<file path="src/rtl/ysyx_24100027_core_fsm.sv">
`default_nettype none
// ============================================================================
// Module   : ysyx_24100027_core_fsm
// Brief    : Multi-cycle NPC sequencer; owns PC/IR, drives fetch and LSU
//            handshakes, halts on trap or misaligned next PC.
// Revision : 1.0 - initial release
// ============================================================================
module ysyx_24100027_core_fsm #(
  parameter int              XLEN     = 32,
  parameter logic [XLEN-1:0] PC_RESET = 32'h8000_0000
) (
  input  logic            clk,
  input  logic            rst,
  output logic            ifu_req,
  input  logic            ifu_ready,
  output logic [XLEN-1:0] ifu_addr,
  input  logic            ifu_rvalid,
  input  logic [31:0]     ifu_rdata,
  output logic [31:0]     inst,
  input  logic            dec_regwr,
  input  logic            dec_load,
  input  logic            dec_store,
  input  logic            dec_trap,
  input  logic [XLEN-1:0] next_pc,
  output logic            lsu_req,
  output logic            lsu_wen,
  input  logic            lsu_ready,
  input  logic            lsu_rvalid,
  output logic            rf_wen,
  output logic [XLEN-1:0] pc,
  output logic            halted,
  output logic [1:0]      halt_code,
  output logic [31:0]     inst_cnt
);

  localparam logic [2:0] c_FETCH_REQ  = 3'd0;
  localparam logic [2:0] c_FETCH_WAIT = 3'd1;
  localparam logic [2:0] c_DECODE     = 3'd2;
  localparam logic [2:0] c_EXEC       = 3'd3;
  localparam logic [2:0] c_MEM_REQ    = 3'd4;
  localparam logic [2:0] c_MEM_WAIT   = 3'd5;
  localparam logic [2:0] c_WB         = 3'd6;
  localparam logic [2:0] c_HALT       = 3'd7;

  localparam logic [1:0] c_CODE_NONE     = 2'b00;
  localparam logic [1:0] c_CODE_TRAP     = 2'b01;
  localparam logic [1:0] c_CODE_MISALIGN = 2'b10;

  logic [2:0]      r_state;
  logic [2:0]      w_state_nxt;
  logic [XLEN-1:0] r_pc;
  logic [31:0]     r_inst;
  logic [31:0]     r_cnt;
  logic [1:0]      r_halt_code;
  logic            r_regwr;
  logic            r_is_store;
  logic            w_misaligned;

  assign w_misaligned = |next_pc[1:0];

  always_ff @(posedge clk or posedge rst) begin
    if (rst) begin
      r_state <= c_FETCH_REQ;
    end else begin
      r_state <= w_state_nxt;
    end
  end

  always_comb begin
    w_state_nxt = r_state;
    case (r_state)
      c_FETCH_REQ:  if (ifu_ready)  w_state_nxt = c_FETCH_WAIT;
      c_FETCH_WAIT: if (ifu_rvalid) w_state_nxt = c_DECODE;
      c_DECODE:     w_state_nxt = c_EXEC;
      c_EXEC: begin
        if (dec_trap)                    w_state_nxt = c_HALT;
        else if (dec_load || dec_store)  w_state_nxt = c_MEM_REQ;
        else                             w_state_nxt = c_WB;
      end
      c_MEM_REQ:    if (lsu_ready)  w_state_nxt = c_MEM_WAIT;
      c_MEM_WAIT:   if (lsu_rvalid) w_state_nxt = c_WB;
      c_WB:         w_state_nxt = w_misaligned ? c_HALT : c_FETCH_REQ;
      c_HALT:       w_state_nxt = c_HALT;
      default:      w_state_nxt = c_HALT;
    endcase
  end

  // Handshake outputs depend on state and EXEC-captured flags only.
  always_comb begin
    ifu_req = 1'b0;
    lsu_req = 1'b0;
    lsu_wen = 1'b0;
    rf_wen  = 1'b0;
    halted  = 1'b0;
    case (r_state)
      c_FETCH_REQ: ifu_req = ~rst;
      c_MEM_REQ: begin
        lsu_req = 1'b1;
        lsu_wen = r_is_store;
      end
      c_WB:        rf_wen  = r_regwr;
      c_HALT:      halted  = 1'b1;
      default: ;
    endcase
  end

  always_ff @(posedge clk or posedge rst) begin
    if (rst) begin
      r_pc        <= PC_RESET;
      r_inst      <= 32'h0;
      r_cnt       <= 32'h0;
      r_halt_code <= c_CODE_NONE;
      r_regwr     <= 1'b0;
      r_is_store  <= 1'b0;
    end else begin
      if (r_state == c_FETCH_WAIT && ifu_rvalid) begin
        r_inst <= ifu_rdata;
      end
      if (r_state == c_EXEC) begin
        r_regwr    <= dec_regwr;
        r_is_store <= dec_store;
        if (dec_trap) begin
          r_halt_code <= c_CODE_TRAP;
        end
      end
      // A misaligned target still retires the instruction but freezes pc.
      if (r_state == c_WB) begin
        r_cnt <= r_cnt + 32'd1;
        if (w_misaligned) begin
          r_halt_code <= c_CODE_MISALIGN;
        end else begin
          r_pc <= next_pc;
        end
      end
    end
  end

  assign ifu_addr  = r_pc;
  assign pc        = r_pc;
  assign inst      = r_inst;
  assign inst_cnt  = r_cnt;
  assign halt_code = r_halt_code;

endmodule
`default_nettype wire

</file>
<file path="config.mk">
export PLATFORM = sky130hd
export DESIGN_NAME = ysyx_24100027_core_fsm
export DESIGN_NICKNAME = d
export VERILOG_FILES = /design/src/rtl/ysyx_24100027_core_fsm.sv
export SDC_FILE = /design/constraint.sdc
export NUM_CORES = 1
export LEC_CHECK = 0
export ABC_CLOCK_PERIOD_IN_PS = 5950
export CAP_MARGIN = 0
export CORE_MARGIN = 1
export CORE_UTILIZATION = 45
export CTS_CLUSTER_DIAMETER = 50
export CTS_CLUSTER_SIZE = 24
export DETAILED_ROUTE_END_ITERATION = 12
export GPL_ROUTABILITY_DRIVEN = 0
export PLACE_DENSITY = 0.88
export SLEW_MARGIN = 5
export SYNTH_ARGS = -nofsm -noshare
export SYNTH_HDL_FRONTEND = slang
export SYNTH_SLANG_ARGS = --single-unit
</file>
<file path="constraint.sdc">
create_clock -name clk -period 5.95 [get_ports clk]
set_clock_uncertainty 0.2 [all_clocks]
set_input_delay 1.19 -clock clk [delete_from_list [all_inputs] [get_ports clk]]
set_output_delay 1.19 -clock clk [all_outputs]
set_load 0.02 [all_outputs]
</file>
### Yosys cells after proc, flatten, opt, wreduce, memory -nomap -nowiden

Index checks and enable logic that the tools add are counted.

| cells by class | value |
|---|---|
| bitwise operators | 2 |
| divide/modulo/power cells | 0 |
| shifts and indexed selects | 0 |
| add/subtract/negate cells | 1 |
| reduce and logical (&&, ||, !) cells | 6 |
| magnitude comparators | 0 |
| $mul | 0 |
| muxes and demuxes | 17 |
| equal/unequal tests | 11 |

Operator list:

| kind | count |
|---|---|
| adder 32 x 1 -> 32 bit (second input constant) | 1 |
| one-hot mux 3 bit (8 select lines) | 1 |
| 2-to-1 mux 3 bit | 5 |
| == test 3 bit (second input constant) | 4 |
| 2-to-1 mux 2 bit | 6 |
| inequality test 2 bit (second input constant) | 4 |
| == test 3 x 2 -> 1 bit (second input constant) | 2 |
| 2-to-1 mux 1 bit | 5 |
| AND reduction 4 bit | 1 |
| == test 3 x 1 -> 1 bit (second input constant) | 1 |
| logical NOT 3 bit | 1 |
| NOT 1 bit | 2 |
| AND reduction 2 bit | 1 |
| OR reduction 2 bit | 1 |
| logical AND 1 bit | 1 |
| logical OR 1 bit | 1 |

| storage, ports and cells | value |
|---|---|
| output and inout port bits | 135 |
| memory bits (read-only) | 0 |
| bits in latches | 0 |
| logic and storage cells | 44 |
| memory bits (writable) | 0 |
| register bits | 103 |
| memories kept | 0 |
| input bits | 74 |

### Longest topological paths before layout

| logic depth | value |
|---|---|
| depth after elaboration | 4 |
| mapped depth | 6 |
| mapped depth without buffers | 4 |

### Worst setup path before layout

No wires, ideal clock.

| timing path | value |
|---|---|
| path kind | in2out |
| start point | input rst |
| end point | output ifu_req |
| stages | 1 |
| arrival | 1817 ps |
| slack | 2743 ps |
| cells stage by stage | nor4_1 |

| between the ends | value |
|---|---|
| longest elaborated chain between the ends | 2 |

RTL lines:

| what | RTL line | source |
|---|---|---|
| start: declaration | 13 | `input logic rst,` |
| NOT 1 bit | 96 | `c_FETCH_REQ: ifu_req = ~rst;` |
| 2-to-1 mux 1 bit | 95 | `case (r_state)` |
| end: declaration | 14 | `output logic ifu_req,` |

No other way between the ends.

### Worst setup path in the final report

Ends and elaborated chain as after synthesis.

==> impl_metrics.tcl <==
set metrics [dict create \
    areaGrowthSynthToFinish_pct 47.3 \
    postCtsSetupBuffers 0 \
    dp_hpwl_um 8080 \
    arrival_ns 2.48 \
    syn_avg_cell_area_um2 12.9 \
    drive_gt1_frac 0.188 \
    hold_ws_ns 0.282 \
    r2r-start "r_state[2]" \
    hold_buffers 0 \
    syn_nets 426 \
    fmax_mhz 258 \
    synth_edf_count 0 \
    startpoint "rst" \
    max_stage_delay_ns 0.65 \
    worstPathRequired_ns 4.56 \
    leakagePower_nw 2.86 \
    irDropWorstVdd_uv 294 \
    outcome "finished clean" \
    ant_nets 0 \
    ctsResizeCount 0 \
    drcViolationCount 0 \
    power_density_nw_per_um2 469 \
    cts_buffers 9 \
    ios 209 \
    clk_path_buf_depth 2 \
    setup_viol 0 \
    root_buffer "clkbuf_8" \
    dr.pass1.iters 4 \
    die_y_um 102 \
    yosysSeqAreaShare 0.568 \
    endpoint "ifu_req" \
    htree_levels 3 \
    final_util 0.685 \
    io_buffers 208 \
    synth_seq_cells 103 \
    netlist_area_um2 4540 \
    timing.final.crit_share 0.650 \
    hold_path_class "flop to flop" \
    cts_tree "yes" \
    rsz0062_at_grt "no" \
    crit_path_cell_trace "clkdlybuf4s50_1, nor4_1, clkdlybuf4s50_1" \
    insertion_delay_ns 0.35 \
    drtIter0Drc 108 \
    viasPerCell 4.90 \
    wire_per_inst_um 16.1 \
    multi_input_area_um2 1620 \
    endpoint_kind "output port" \
    nNetsFinal 601 \
    fin_setup_tns_ns 0 \
    crit_top_cell "clkdlybuf4s50_1" \
    start_kind "input port" \
    wirelength_um 10700 \
    fp.coreArea_um2 9770 \
    antennaDiodeCount 0 \
    relSlewSlack 0.438 \
    yosys-top-cells-area "dfrtp_1, mux2_2, buf_4, xor2_1, xnor2_1" \
    grt_pass1_wl_um 16900 \
    reg2reg_depth 4 \
    max_cap_viol_count 0 \
    yosysUniqueCellTypes 40 \
    r2r-end "inst_cnt[28]" \
    track_usage 0.214 \
    die_w_um 102 \
    dr_total_vias 3256 \
    timing_max_transition_violations_final 0 \
    rows 36 \
    critPathMaxFanout 2 \
    slowest_stage "clkdlybuf4s50_1" \
    r2r_slack_ns 3.20 \
    crit_type "input port to output port" \
    dieArea_um2 10500 \
    synth.yosys.warnings 0 \
    synth_top_area_cell "dfrtp_1" \
    grt_pass1_vias 3341 \
    clock_sinks 103 \
    hold_viol_final 0 \
    yosysTopAreaCellShare 0.562 \
    syn_inst 351 \
    seqCellArea_um2 2580 \
    grt_max_degree 60 \
    async_reset_ff_frac 1.00 \
    path_clk_slew_ns 0.09 \
    tightest_slew_ns 0.841 \
    grt_antenna_before_repair 0 \
    fill_cells 732 \
    synth_flop_cell "dfrtp_1" \
    overflow 0 \
    fin_crit_ns 3.87 \
    start_util 0.465 \
]
## worst max-delay path, delay by kind of cell
| family | cells | cell delay (ns) |
|---|---|---|
| and+or+nand+nor | 1 | 0.17 |
| buffers and inverters | 2 | 1.11 |
## registers in the layout, summed over array words and instances, names as in the netlist
name / cells
r_is_store: 1
inst_cnt: 32
halt_code: 2
r_regwr: 1
ifu_addr: 32
r_state: 3
inst: 32
## stage by stage
stage	instance area, µm²	setup WS [ns]	cells	power, mW
3_3_place_gp	6500	2.06	648	2.69
5_1_grt	6690	2.01	664	3.32
2_1_floorplan	4540	1.86	351	2.04
3_5_place_dp	6500	2.06	648	2.74
6_report	6690	2.08	664	3.14
4_1_cts	6690	2.07	664	3.18
## layout by cell type (no fill, tap or decap), drive strengths merged
cell type and instances:
inv 9, o31ai 1, mux2i 1, nor4 9, xnor2 9, and2 4, clkinvlp 2, nor4b 1
nand3 9, clkbuf 11, or3 1, or2 1, or4 1, o311ai 1, a21oi 2, nor2 10
a31oi 1, and4 3, bufinv 1, dfstp 1, mux2 66, clkinv 2, xor2 22, nand2b 1
ha 1, and3b 1, dfrtp 102, buf 3, o21ai 4, nor3b 2, and3 4, nand2 19
nand4 4, or4b 1, clkdlybuf4s50 208, nor3 13
## Yosys cell counts (2+ instances only)
master    number
mux2_2        66
and4_1         3
nor4_2         2
nor2_1        10
and3_1         4
buf_4         32
nand2_1       19
nor4_1         6
buf_6          2
nor3_1         7
buf_2          5
nand4_1        4
xor2_1        22
o21ai_0        4
nand3_1        8
dfrtp_1      102
and2_1         4
clkbuf_1       7
xnor2_1        9
a21oi_1        2
nor3_2         6
inv_1          9
## logic make-up (layout without fill, tap and decap cells)
family / Yosys count / count (layout) / synth area share
adders and majority gates: 1 / 1 / 0.00275
buffers and inverters: 56 / 236 / 0.0774
DFF: 103 / 103 / 0.568
AOI/OAI and AO/OA: 9 / 9 / 0.0116
xor gates and xnor gates: 31 / 31 / 0.0598
and+or+nand+nor: 84 / 84 / 0.115
muxes: 67 / 67 / 0.166
## worst min-delay path by stage
stage / start / end / slack, ns / cells after the start
floorplan: r_regwr / r_regwr / 0.27 / 1
global placement: inst_cnt[31] / inst_cnt[31] / 0.26 / 1
detailed placement: inst_cnt[31] / inst_cnt[31] / 0.27 / 1
CTS: inst_cnt[31] / inst_cnt[31] / 0.29 / 1
global route: inst_cnt[31] / inst_cnt[31] / 0.31 / 1
finish: inst_cnt[31] / inst_cnt[31] / 0.28 / 1
## where the power goes
part	total [mW]	leakage, nW	internal, mW	switching, mW
sequential	1.15	1.30	0.948	0.197
combinational	1.57	1.47	0.837	0.734
clock	0.425	0.0895	0.195	0.230
total	3.14	2.86	1.98	1.16
## per-layer routing
layer  share of wire  track usage
met1            0.37        0.234
met2            0.52        0.380
met3           0.083       0.0759
met4           0.030       0.0802
met5               0            0
## layout make-up
type	count	share of cell area
repair buffers	211	0.314
flip-flops and latches	103	0.385
multi-input cells	192	0.242
clock buffers	11	0.0196
well taps	133	0.0249
clock inverters	5	0.00879
inverters	9	0.00542
(Power assumes the default switching activity.)
==> RTL edit 1 (config.mk and constraints unchanged) <==
`XLEN`: 32 -> 64.
--- a/src/rtl/ysyx_24100027_core_fsm.sv
+++ b/src/rtl/ysyx_24100027_core_fsm.sv
@@ -6,7 +6,7 @@
 // Revision : 1.0 - initial release
 // ============================================================================
 module ysyx_24100027_core_fsm #(
-  parameter int              XLEN     = 32,
+  parameter int              XLEN     = 64,
   parameter logic [XLEN-1:0] PC_RESET = 32'h8000_0000
 ) (
   input  logic            clk,
Interface: changed (resized ifu_addr, next_pc and pc); port bits go from 209 to 305. The function was not compared with the original's and may differ.
==> RTL edit 1 against the original RTL <==
- sequential share of layout area is 1.8 points lower
- sequential cell count grew 32
- power rose by 63%
- setup slack about the same
- count of clock-buffer cells in the layout is 15 higher
- routed wire length rose by 49%
- cell count grew 31%
- clock power grew 140%
- cell area increased by 37%
- area after synthesis up 29%
- hold slack got worse by 1.8 ps
- highest routed layer unchanged
==> RTL edit 1: results (changes against the original RTL) <==
Setup path
  • R2R Setup Slk: 3260 ps (was 3200 ps)
  • CP max FO: 2 (unchanged)

Synthesis
  • Post-synth cell types: 35 (was 40)
  • Top cells by count, synth: 134 x dfrtp_1, 94 x mux2_2, 64 x buf_4 (was 102 x dfrtp_1, 66 x mux2_2, 32 x buf_4)
  • Register area share after synthesis: 57.5% (was 56.8%)
  • Synth top area cells: dfrtp_1 57%, mux2_2 18%, buf_4 8.2%, xnor2_1 3.6%, nand4_1 1.4% (was dfrtp_1 56%, mux2_2 16%, buf_4 5.3%, xor2_1 4.2%, xnor2_1 1.7%)
  • Syn Nets: 546 (was 426)

Power
  • Leak pwr: 3.90 nW (was 2.86 nW)
  • Max IR drop VDD: 384 µV (was 294 µV)
  • Switching fraction of total power: 36.5% (was 37.0%)

Placement
  • Setup WS pre-CTS: 2060 ps (about the same)
  • Hpwl dp: 11800 µm (was 8080 µm)
  • Buffers on Ports: 304 (was 208)

GRT
  • GR Util met2: 41.9% (was 38.0%)
  • Vias in the first global route: 4305 (was 3341)
  • Met3 Use GR: 7.47% (was 7.59%)
  • Met1 global-route usage: 26.1% (was 23.4%)
  • Pin count of the biggest net entering global routing: 73 (was 60)
  • Total Routing Usage GR: 23.7% (was 21.4%)
  • Wire length of the first global-routing pass: 23700 µm (was 16900 µm)

Outcome
  • Status: finished, final reports clean (unchanged)

Route
  • Initial DRC Count: 165 (was 108)
  • Met1 WL: 5910 µm (was 3930 µm)
  • Met3 wire length: 1150 µm (was 888 µm)
  • Vias/cell: 4.89 (was 4.90)
  • Routed wl met2: 8420 µm (was 5560 µm)
  • WL per Instance: 18.3 µm (was 16.1 µm)

Clock network
  • Worst skew pair latency: 410 ps (was 350 ps)
  • Clock-pin slew on the worst setup and hold paths: 50 ps (was 90 ps)
  • CTS buffer count: 17 (was 9)
  • H-Tree Depth: 4 (was 3)
  • Post-CTS Hold Fix Bufs: 0 (unchanged)
  • Root Driver: clkbuf_16 (was clkbuf_8)

STA
  • Worst Tran Pin Value: 1030 ps (was 841 ps)
  • Hold slack: 280 ps (was 282 ps)
  • Tmin final: 3870 ps (about the same)

Final layout
  • Share of cells above drive strength 1: 19.1% (was 18.8%)
  • Fill count: 815 (was 732)
  • Layout net count: 794 (was 601)
  • Antenna cell count: 0 (unchanged)
-- RTL edit 1: cell count changes after synthesis, sizes merged, moves of 4 or more --
cell / unedited run / this run
buf: 40 / 76
nor4: 9 / 4
xor2: 22 / 7
mux2: 66 / 98
nand3: 9 / 14
dfrtp: 102 / 134
xnor2: 9 / 24
clkbuf: 7 / 3
nand4: 4 / 14
nor3: 13 / 4
inv: 9 / 2
-- RTL edit 1: through the flow --
stage,instance area [µm²],cells
global route,9200,869
floorplan,5880,439
detailed placement,8630,840
global placement,8630,840
CTS,9200,869
finish,9200,869
-- RTL edit 1: worst paths after layout --
kind	from	to	cells past startpoint
setup / recovery	rst	ifu_req	3
hold / removal	inst_cnt[31]	inst_cnt[31]	1
setup reg to reg	r_state[2]	ifu_addr[56]	4
hold reg to reg	inst_cnt[31]	inst_cnt[31]	1
max in group asynchronous	rst	ifu_addr[48]	3
min in group asynchronous	rst	inst[3]	2
-- RTL edit 1: cell type report --
type                            count  area share (%)
Tap cell                          172            2.34
Clock buffer                       26            5.53
Inverter                            2           0.109
Sequential cell                   135            36.7
Clock inverter                      3           0.707
Timing Repair Buffer              308            33.4
Multi-Input combinational cell    223            21.2
-- RTL edit 1: power by group through the flow --
stage | clock network (mW) | logic, mW | registers [mW]
after global routing | 1.07 | 2.63 | 1.64
after global placement | 0 | 2.48 | 1.57
after floorplan | 0 | 1.07 | 1.95
after detailed placement | 0 | 2.52 | 1.61
after CTS | 1.03 | 2.54 | 1.60
final | 1.02 | 2.52 | 1.60
-- RTL edit 1: logic make-up after synthesis --
family / after synthesis / synth area share (%)
and+or+nand+nor: 83 / 8.42
buffers and inverters: 81 / 9.51
AOI/OAI and AO/OA: 9 / 0.851
DFF: 135 / 57.5
muxes: 99 / 18.9
xor gates and xnor gates: 31 / 4.62
adders and majority gates: 1 / 0.213
==> RTL edit 2 (config.mk and constraints unchanged) <==
Without the edit above. Put one more register stage on the output `inst_cnt`, cleared by the reset. The value now appears one clock later. The other outputs are not delayed to match.
--- a/src/rtl/ysyx_24100027_core_fsm.sv
+++ b/src/rtl/ysyx_24100027_core_fsm.sv
@@ -138,7 +138,13 @@
   assign ifu_addr  = r_pc;
   assign pc        = r_pc;
   assign inst      = r_inst;
-  assign inst_cnt  = r_cnt;
+  always_ff @(posedge clk or posedge rst) begin
+    if (rst) begin
+      inst_cnt <= '0;
+    end else begin
+      inst_cnt <= r_cnt;
+    end
+  end
   assign halt_code = r_halt_code;
 
 endmodule
Function: changed (Yosys sat finds a counterexample within 10 cycles, from zero or initial values and one cycle with rst high).
==> RTL edit 2 against the original RTL <==
- critical path depth is the same
- area after synthesis grew 17%
- die area grew 17%
- cell area grew 17%
- setup slack lost 64 ps
- sequential cell count grew 32
- register-to-register slack gained 360 ps
- sequential share of layout area grew 4.5 points
- core utilization grew 0.070 points
- first-iteration DRC count grew 31%
- routed wire length grew 15%
- count of clock-buffer cells in the layout grew 6
- power grew 24%
==> RTL edit 2: results (changes against the original RTL) <==
Synthesis
  • Syn Nets: 454 (was 426)
  • Post-Synth Adder-Cell Area: 0.235% (was 0.275%)
  • Post-Synthesis Cells: 379 (was 351)
  • XOR/XNOR Fraction of Synth Area: 5.10% (was 5.98%)
  • Synth top area cells: dfrtp_1 63%, mux2_2 7.0%, mux2_1 6.8%, buf_4 4.5%, xnor2_1 4.4% (was dfrtp_1 56%, mux2_2 16%, buf_4 5.3%, xor2_1 4.2%, xnor2_1 1.7%)
  • Post-synth cell types: 37 (was 40)
  • Synth Area in Compound Gates: 0.987% (was 1.16%)

Clock network
  • CTS buffer count: 17 (was 9)
  • H-Tree Depth: 4 (was 3)
  • Worst skew pair latency: 400 ps (was 350 ps)
  • CTS sink cnt: 135 (was 103)

Route
  • WL per Instance: 17.1 µm (was 16.1 µm)
  • Vias/cell: 4.99 (was 4.90)
  • Initial DRC Count: 142 (was 108)
  • Met1 WL: 4970 µm (was 3930 µm)

Placement
  • Placed inst area: 7330 µm² (was 6500 µm²)
  • Placed cell count: 690 (was 648)
  • Hpwl dp: 8950 µm (was 8080 µm)

Power
  • NetSw: 1.34 mW (was 1.16 mW)

Min path
  • Hold Path Origin: r_cnt[31] (was inst_cnt[31])
  • WHS Path Cells: 0 (was 1)

GRT
  • GR Util met2: 35.7% (was 38.0%)
  • Pin count of the biggest net entering global routing: 90 (was 60)
  • Wire length of the first global-routing pass: 20000 µm (was 16900 µm)

Final layout
  • Layout net count: 641 (was 601)
  • Inverters excl. clock: 3 (was 9)
  • Sequential share of cell area: 43.0% (was 38.5%)

Die
  • Chip width: 111 µm (was 102 µm)

Setup path
  • R2r endpoint: r_cnt[5] (was inst_cnt[28])

Outcome
  • Status: finished, final reports clean (unchanged)
-- RTL edit 2: cell types whose count changed after synthesis, moves of 4 or more --
| cell | before | now |
|---|---|---|
| mux2_1 | 0 | 32 |
| dfrtp_1 | 102 | 134 |
| clkbuf_1 | 7 | 1 |
| inv_1 | 9 | 3 |
| nand3_1 | 8 | 14 |
| nor4_1 | 6 | 2 |
| mux2_2 | 66 | 33 |
| nand4_1 | 4 | 13 |
| nor3_2 | 6 | 1 |
| buf_2 | 5 | 10 |
| xnor2_1 | 9 | 27 |
| nor3_1 | 7 | 1 |
| xor2_1 | 22 | 4 |
-- RTL edit 2: power by group through the flow --
stage / combinational (mW) / clock [mW] / sequential [mW]
final: 1.57 / 0.942 / 1.39
after global routing: 1.65 / 1.00 / 1.44
after CTS: 1.59 / 0.964 / 1.40
after detailed placement: 1.58 / 0 / 1.41
after global placement: 1.55 / 0 / 1.39
after floorplan: 0.648 / 0 / 1.63
